===== src/rtl/uart_pixel_packer.sv =====
// Packs UART bytes into RGB565 pixels, buffers them in a small FIFO and issues
// them to the SDRAM writer in bursts, with frame-done and overflow flags.
module uart_pixel_packer #(
  parameter int PixelBitWidth    = 16,
  parameter int BurstLengthSDRAM = 8,
  parameter int FifoDepth        = 16,
  parameter int FrameWidth       = 640,
  parameter int FrameHeight      = 480
) (
  input  logic                             CLK,
  input  logic                             RST,
  input  logic                             i_rx_valid,
  input  logic [7:0]                       i_rx_byte,
  input  logic                             i_resync,
  input  logic                             i_clear_ovf,
  input  logic                             i_busy_wr,
  output logic                             o_write_req,
  output logic [PixelBitWidth-1:0]         o_pixel,
  output logic [$clog2(FifoDepth+1)-1:0]   o_fifo_level,
  output logic                             o_overflow,
  output logic                             o_frame_done
);

  localparam int PtrW        = $clog2(FifoDepth);
  localparam int LvlW        = $clog2(FifoDepth + 1);
  localparam int BurstW      = $clog2(BurstLengthSDRAM + 1);
  localparam int FramePixels = FrameWidth * FrameHeight;
  localparam int FrameW      = (FramePixels > 1) ? $clog2(FramePixels) : 1;

  localparam logic [1:0] ST_ISSUE   = 2'd0;
  localparam logic [1:0] ST_WAIT_HI = 2'd1;
  localparam logic [1:0] ST_WAIT_LO = 2'd2;

  logic [PixelBitWidth-1:0] mem [FifoDepth];
  logic [PtrW-1:0]          wr_ptr, rd_ptr;
  logic [LvlW-1:0]          count;
  logic [1:0]               state;
  logic [BurstW-1:0]        burst_cnt;
  logic [FrameW-1:0]        frame_cnt;
  logic                     phase_lsb;
  logic [7:0]               msb_byte;

  logic                     full, empty, pop, push_req, push_ok, ovf_set;
  logic [PixelBitWidth-1:0] push_data;

  // NOTE: every signal written in always_comb gets a default first, so no path leaves it unassigned and no latch is inferred.
  always_comb begin
    full      = 1'b0;
    empty     = 1'b0;
    pop       = 1'b0;
    push_req  = 1'b0;
    push_ok   = 1'b0;
    ovf_set   = 1'b0;
    push_data = {msb_byte, i_rx_byte};

    full     = (count == LvlW'(FifoDepth));
    empty    = (count == '0);
    pop      = (state == ST_ISSUE) && !empty && !i_busy_wr;
    // Resync wins over a same-cycle byte; that byte never reaches the FIFO.
    push_req = i_rx_valid && phase_lsb && !i_resync;
    // A pop in the same cycle frees the slot the push needs.
    push_ok  = push_req && (!full || pop);
    ovf_set  = push_req && !push_ok;
  end

  // NOTE: the pixel storage has no reset; stale contents are unreachable because the pointers and count are reset.
  always_ff @(posedge CLK) begin
    if (push_ok) mem[wr_ptr] <= push_data;
  end

  // NOTE: sequential state uses non-blocking assignments so every register samples pre-edge values.
  always_ff @(posedge CLK or negedge RST) begin
    if (!RST) begin
      phase_lsb    <= 1'b0;
      msb_byte     <= '0;
      wr_ptr       <= '0;
      rd_ptr       <= '0;
      count        <= '0;
      state        <= ST_ISSUE;
      burst_cnt    <= '0;
      frame_cnt    <= '0;
      o_write_req  <= 1'b0;
      o_pixel      <= '0;
      o_overflow   <= 1'b0;
      o_frame_done <= 1'b0;
    end else begin
      if (i_resync) begin
        phase_lsb <= 1'b0;
      end else if (i_rx_valid) begin
        if (!phase_lsb) msb_byte <= i_rx_byte;
        phase_lsb <= !phase_lsb;
      end

      if (push_ok) wr_ptr <= wr_ptr + 1'b1;
      if (pop)     rd_ptr <= rd_ptr + 1'b1;

      case ({push_ok, pop})
        2'b10:   count <= count + 1'b1;
        2'b01:   count <= count - 1'b1;
        default: count <= count;
      endcase

      if (ovf_set)          o_overflow <= 1'b1;
      else if (i_clear_ovf) o_overflow <= 1'b0;

      o_write_req  <= pop;
      o_frame_done <= pop && (frame_cnt == FrameW'(FramePixels - 1));
      if (pop) begin
        o_pixel <= mem[rd_ptr];
        if (frame_cnt == FrameW'(FramePixels - 1)) frame_cnt <= '0;
        else                                         frame_cnt <= frame_cnt + 1'b1;
      end

      // The writer's busy lags its last request, so wait to see it rise and fall.
      case (state)
        ST_ISSUE: begin
          if (pop) begin
            if (burst_cnt == BurstW'(BurstLengthSDRAM - 1)) begin
              burst_cnt <= '0;
              state     <= ST_WAIT_HI;
            end else begin
              burst_cnt <= burst_cnt + 1'b1;
            end
          end
        end
        ST_WAIT_HI: if (i_busy_wr)  state <= ST_WAIT_LO;
        ST_WAIT_LO: if (!i_busy_wr) state <= ST_ISSUE;
        default:    state <= ST_ISSUE;
      endcase
    end
  end

  assign o_fifo_level = count;

endmodule


===== config.mk =====
export PLATFORM = sky130hd
export DESIGN_NAME = uart_pixel_packer
export DESIGN_NICKNAME = d
export VERILOG_FILES = /design/src/rtl/uart_pixel_packer.sv
export SDC_FILE = /design/constraint.sdc
export NUM_CORES = 1
export LEC_CHECK = 0
export BUFFER_PORTS_ARGS = -buffer_cell sky130_fd_sc_hd__buf_2
export CORE_MARGIN = 2
export CORE_UTILIZATION = 56
export CTS_CLUSTER_DIAMETER = 120
export DETAILED_ROUTE_END_ITERATION = 10
export PLACE_DENSITY = 0.76
export SYNTH_ARGS = -nofsm -noshare
export SYNTH_HDL_FRONTEND = slang
export SYNTH_SLANG_ARGS = --single-unit

===== constraint.sdc =====
create_clock -name CLK -period 2.7 [get_ports CLK]
set_input_delay 0.135 -clock CLK [delete_from_list [all_inputs] [get_ports CLK]]
set_output_delay 0.135 -clock CLK [all_outputs]
set_load 0.02 [all_outputs]

==> results.json <==
{
  "status": "finished clean",
  "die_h_um": 155,
  "multi_input_area_sq_mm": 0.00327,
  "clk_latency_ns": 0.50,
  "num_rows": 55,
  "cts.reportedPaths.clkPinSlew_ns": 0.06,
  "die_x_um": 155,
  "core_area_sq_mm": 0.0225,
  "wire_per_inst_um": 23.9,
  "synth_fa_ha_area_share_pct": 1.14,
  "syn_inst": 682,
  "synth_top_family_by_area": "multiplexers",
  "worstSetupStartpointType": "flop",
  "port_buffers": 37,
  "drive_above_1_share_pct": 26.8,
  "busiest_layer": "met2",
  "use_met3_pct": 3.93,
  "finalSetupTns_ns": 0,
  "vias": 6623,
  "fin_nets": 792,
  "synth-seq-area-share_pct": 73.3,
  "hold_slack_ns": 0.0178,
  "regArea_sq_mm": 0.00935,
  "finalClockSkew_ns": 0.0131,
  "finalInstanceArea_sq_mm": 0.0146,
  "grt_max_degree": 67,
  "yosys-top-cells-count": "256 x edfxtp_1, 66 x dfrtp_1, 64 x mux4_2",
  "gr-usage-met2_pct": 37.5,
  "drt_first_pass_iters": 5,
  "clockBufferDepth": 3,
  "start_util_pct": 56.6,
  "synth_xor_area_share_pct": 1.58,
  "cts_sinks": 322,
  "final_antenna_net_count": 0,
  "cp.required_ns": 3.11,
  "postCtsSetupBuffers": 0,
  "yosys_most_used_dff": "edfxtp_1",
  "ir_drop_mv": 0.605,
  "yosysWarningCount": 0,
  "htreeDepth": 2,
  "worstPathArrival_ns": 2.99,
  "synth.distinct_cells": 50,
  "root_buffer": "clkbuf_16",
  "hold_viol_final": 0,
  "min_path_type": "input pin to flop",
  "dpl.hpwl_um": 15600,
  "cts_tree": "done",
  "synthMuxAreaShare_pct": 14.8,
  "endpoint_kind": "flop",
  "synth_top_area_cell": "edfxtp_1",
  "power.total_mw": 14.6,
  "drt_wl_total_um": 25700,
  "synth_enable_flop_cells": 256,
  "cap_violations": 0,
  "powerDensity_mw_per_mm2": 1000,
  "grt_first_pass_wirelength_um": 39700,
  "synthTopCellsByArea": "edfxtp_1 60%, dfrtp_1 13%, mux4_2 11%",
  "synth_seq_cells": 322,
  "die_area_sq_mm": 0.0240,
  "fill_cells": 1463,
  "grt_pass1_vias": 6811,
  "path_class": "flop to flop",
  "synth-simple-area-share_pct": 5.29,
  "antenna_found_initial": 0,
  "fin_crit_ns": 2.58,
  "p_leak_nw": 5.22,
  "fmax_mhz": 388,
  "reg2reg_slack_ns": 0.12,
  "grt_use_met1_pct": 29.9,
  "slew_viol_final": 0,
  "period_share_pct": 95.5,
  "grt_use_total_pct": 22.2,
  "syn_area_per_cell_sq_um": 18.7,
  "antennaDiodeCount": 0,
  "drc": 0,
  "area_growth_syn_to_layout_pct": 14.9,
  "ios": 38,
  "synth_nets": 707,
  "path_max_fanout": 5,
  "synthArstFlopShare_pct": 20.5,
  "postPlaceCellArea_sq_mm": 0.0135,
  "yosysMostFrequentCell": "edfxtp_1",
  "max_slew_margin_pct": 42.3,
  "yosys.area.top_type_share_pct": 60.3,
  "grt-ovfl-total": 0,
  "setup-violations-final": 0,
  "viasPerCell": 6.15,
  "synth-compound-area-share_pct": 2.64,
  "tightest_slew_ns": 0.866,
  "cts-buffers-inserted": 34,
  "synth_area_sq_mm": 0.0127,
  "drt_iter0_markers": 527,
  "gp_congestion": 0.889
}
## power breakdown
| group | internal, mW | leakage [nW] | switching, mW | total [mW] |
|---|---|---|---|---|
| combinational | 1.81 | 1.58 | 1.88 | 3.69 |
| sequential | 5.86 | 3.11 | 0.674 | 6.53 |
| clock | 2.65 | 0.526 | 1.77 | 4.42 |
| total | 10.3 | 5.22 | 4.32 | 14.6 |
## routing by layer
layer / vias up / wire, um
met1: 3476 / 10600
li1: 2892 / -
met5: - / 0
met4: 0 / 609
met2: 205 / 13100
met3: 50 / 1440
## layout make-up
| cell class | count | share of cell area [%] |
|---|---|---|
| inverters | 9 | 0.231 |
| flip-flops and latches | 322 | 63.8 |
| clock buffers | 49 | 6.77 |
| clock inverters | 12 | 0.556 |
| repair buffers | 79 | 3.86 |
| multi-input cells | 321 | 22.3 |
| well taps | 285 | 2.44 |
## cell families (layout without fill, tap and decap cells)
logic type / Yosys count / after routing
compound gates: 42 / 42
xor+xnor: 23 / 23
fa+ha+maj: 11 / 11
buf+inv: 39 / 149
flops: 322 / 322
mux: 107 / 107
simple gates: 138 / 138
## registers in the layout, indices dropped and copies added (netlist names)
register,cells
mem,256
frame_cnt,19
o_pixel,16
msb_byte,8
o_fifo_level,5
burst_cnt,4
rd_ptr,4
wr_ptr,4
state,2
o_frame_done,1
o_overflow,1
o_write_req,1
phase_lsb,1
## placed cells by master, fill, tap and decap left out, types with 19 or more instances in the layout
master	count
mux2i_1	34
buf_2	36
xnor2_1	19
nand2_1	52
mux4_2	64
clkbuf_16	37
nor2_1	22
edfxtp_1	256
dfrtp_1	62
buf_4	34
## critical path: stages (launching register included)
cell and delay [ns]:
dfrtp_2 0.44, or4_4 0.57, o21ai_4 0.16, inv_2 0.07
nand2_4 0.06, inv_2 0.08, ha_1 0.28, a21o_1 0.18
a21oi_1 0.18, xnor2_1 0.17, mux2i_1 0.11, o211ai_1 0.19
## stage by stage
step	util, %	setup WS [ns]	std cells
after floorplan	-	0.144	682
after global placement	60.0	0.251	1011
after detailed placement	60.0	0.146	1011
after CTS	65.0	0.126	1077
after global routing	65.1	-0.0279	1077
final	65.1	0.122	1077
## timing repair
| action | CTS | global route |
|---|---|---|
| endpoints found under the hold margin | 70 | 0 |
| hold buffers | 5 | 0 |
| gates resized for setup | 0 | 2 |
| setup endpoints to repair | 0 | 2 |
## final timing paths
| path | startpoint | endpoint | cells after the start |
|---|---|---|---|
| hold reg to reg | frame_cnt[18]$_DFFE_PN0P_ | frame_cnt[18]$_DFFE_PN0P_ | 1 |
| setup / recovery | o_fifo_level[1]$_DFFE_PN0P_ | o_fifo_level[3]$_DFFE_PN0P_ | 11 |
| setup reg to reg | o_fifo_level[1]$_DFFE_PN0P_ | o_fifo_level[3]$_DFFE_PN0P_ | 11 |
| min in group asynchronous | RST | phase_lsb$_DFFE_PN0P_ | 2 |
| max in group asynchronous | RST | rd_ptr[1]$_DFFE_PN0P_ | 2 |
| hold / removal | i_rx_byte[5] | mem[13][5]$_DFFE_PP_ | 1 |
No activity file was read; power rests on OpenSTA's default activity.
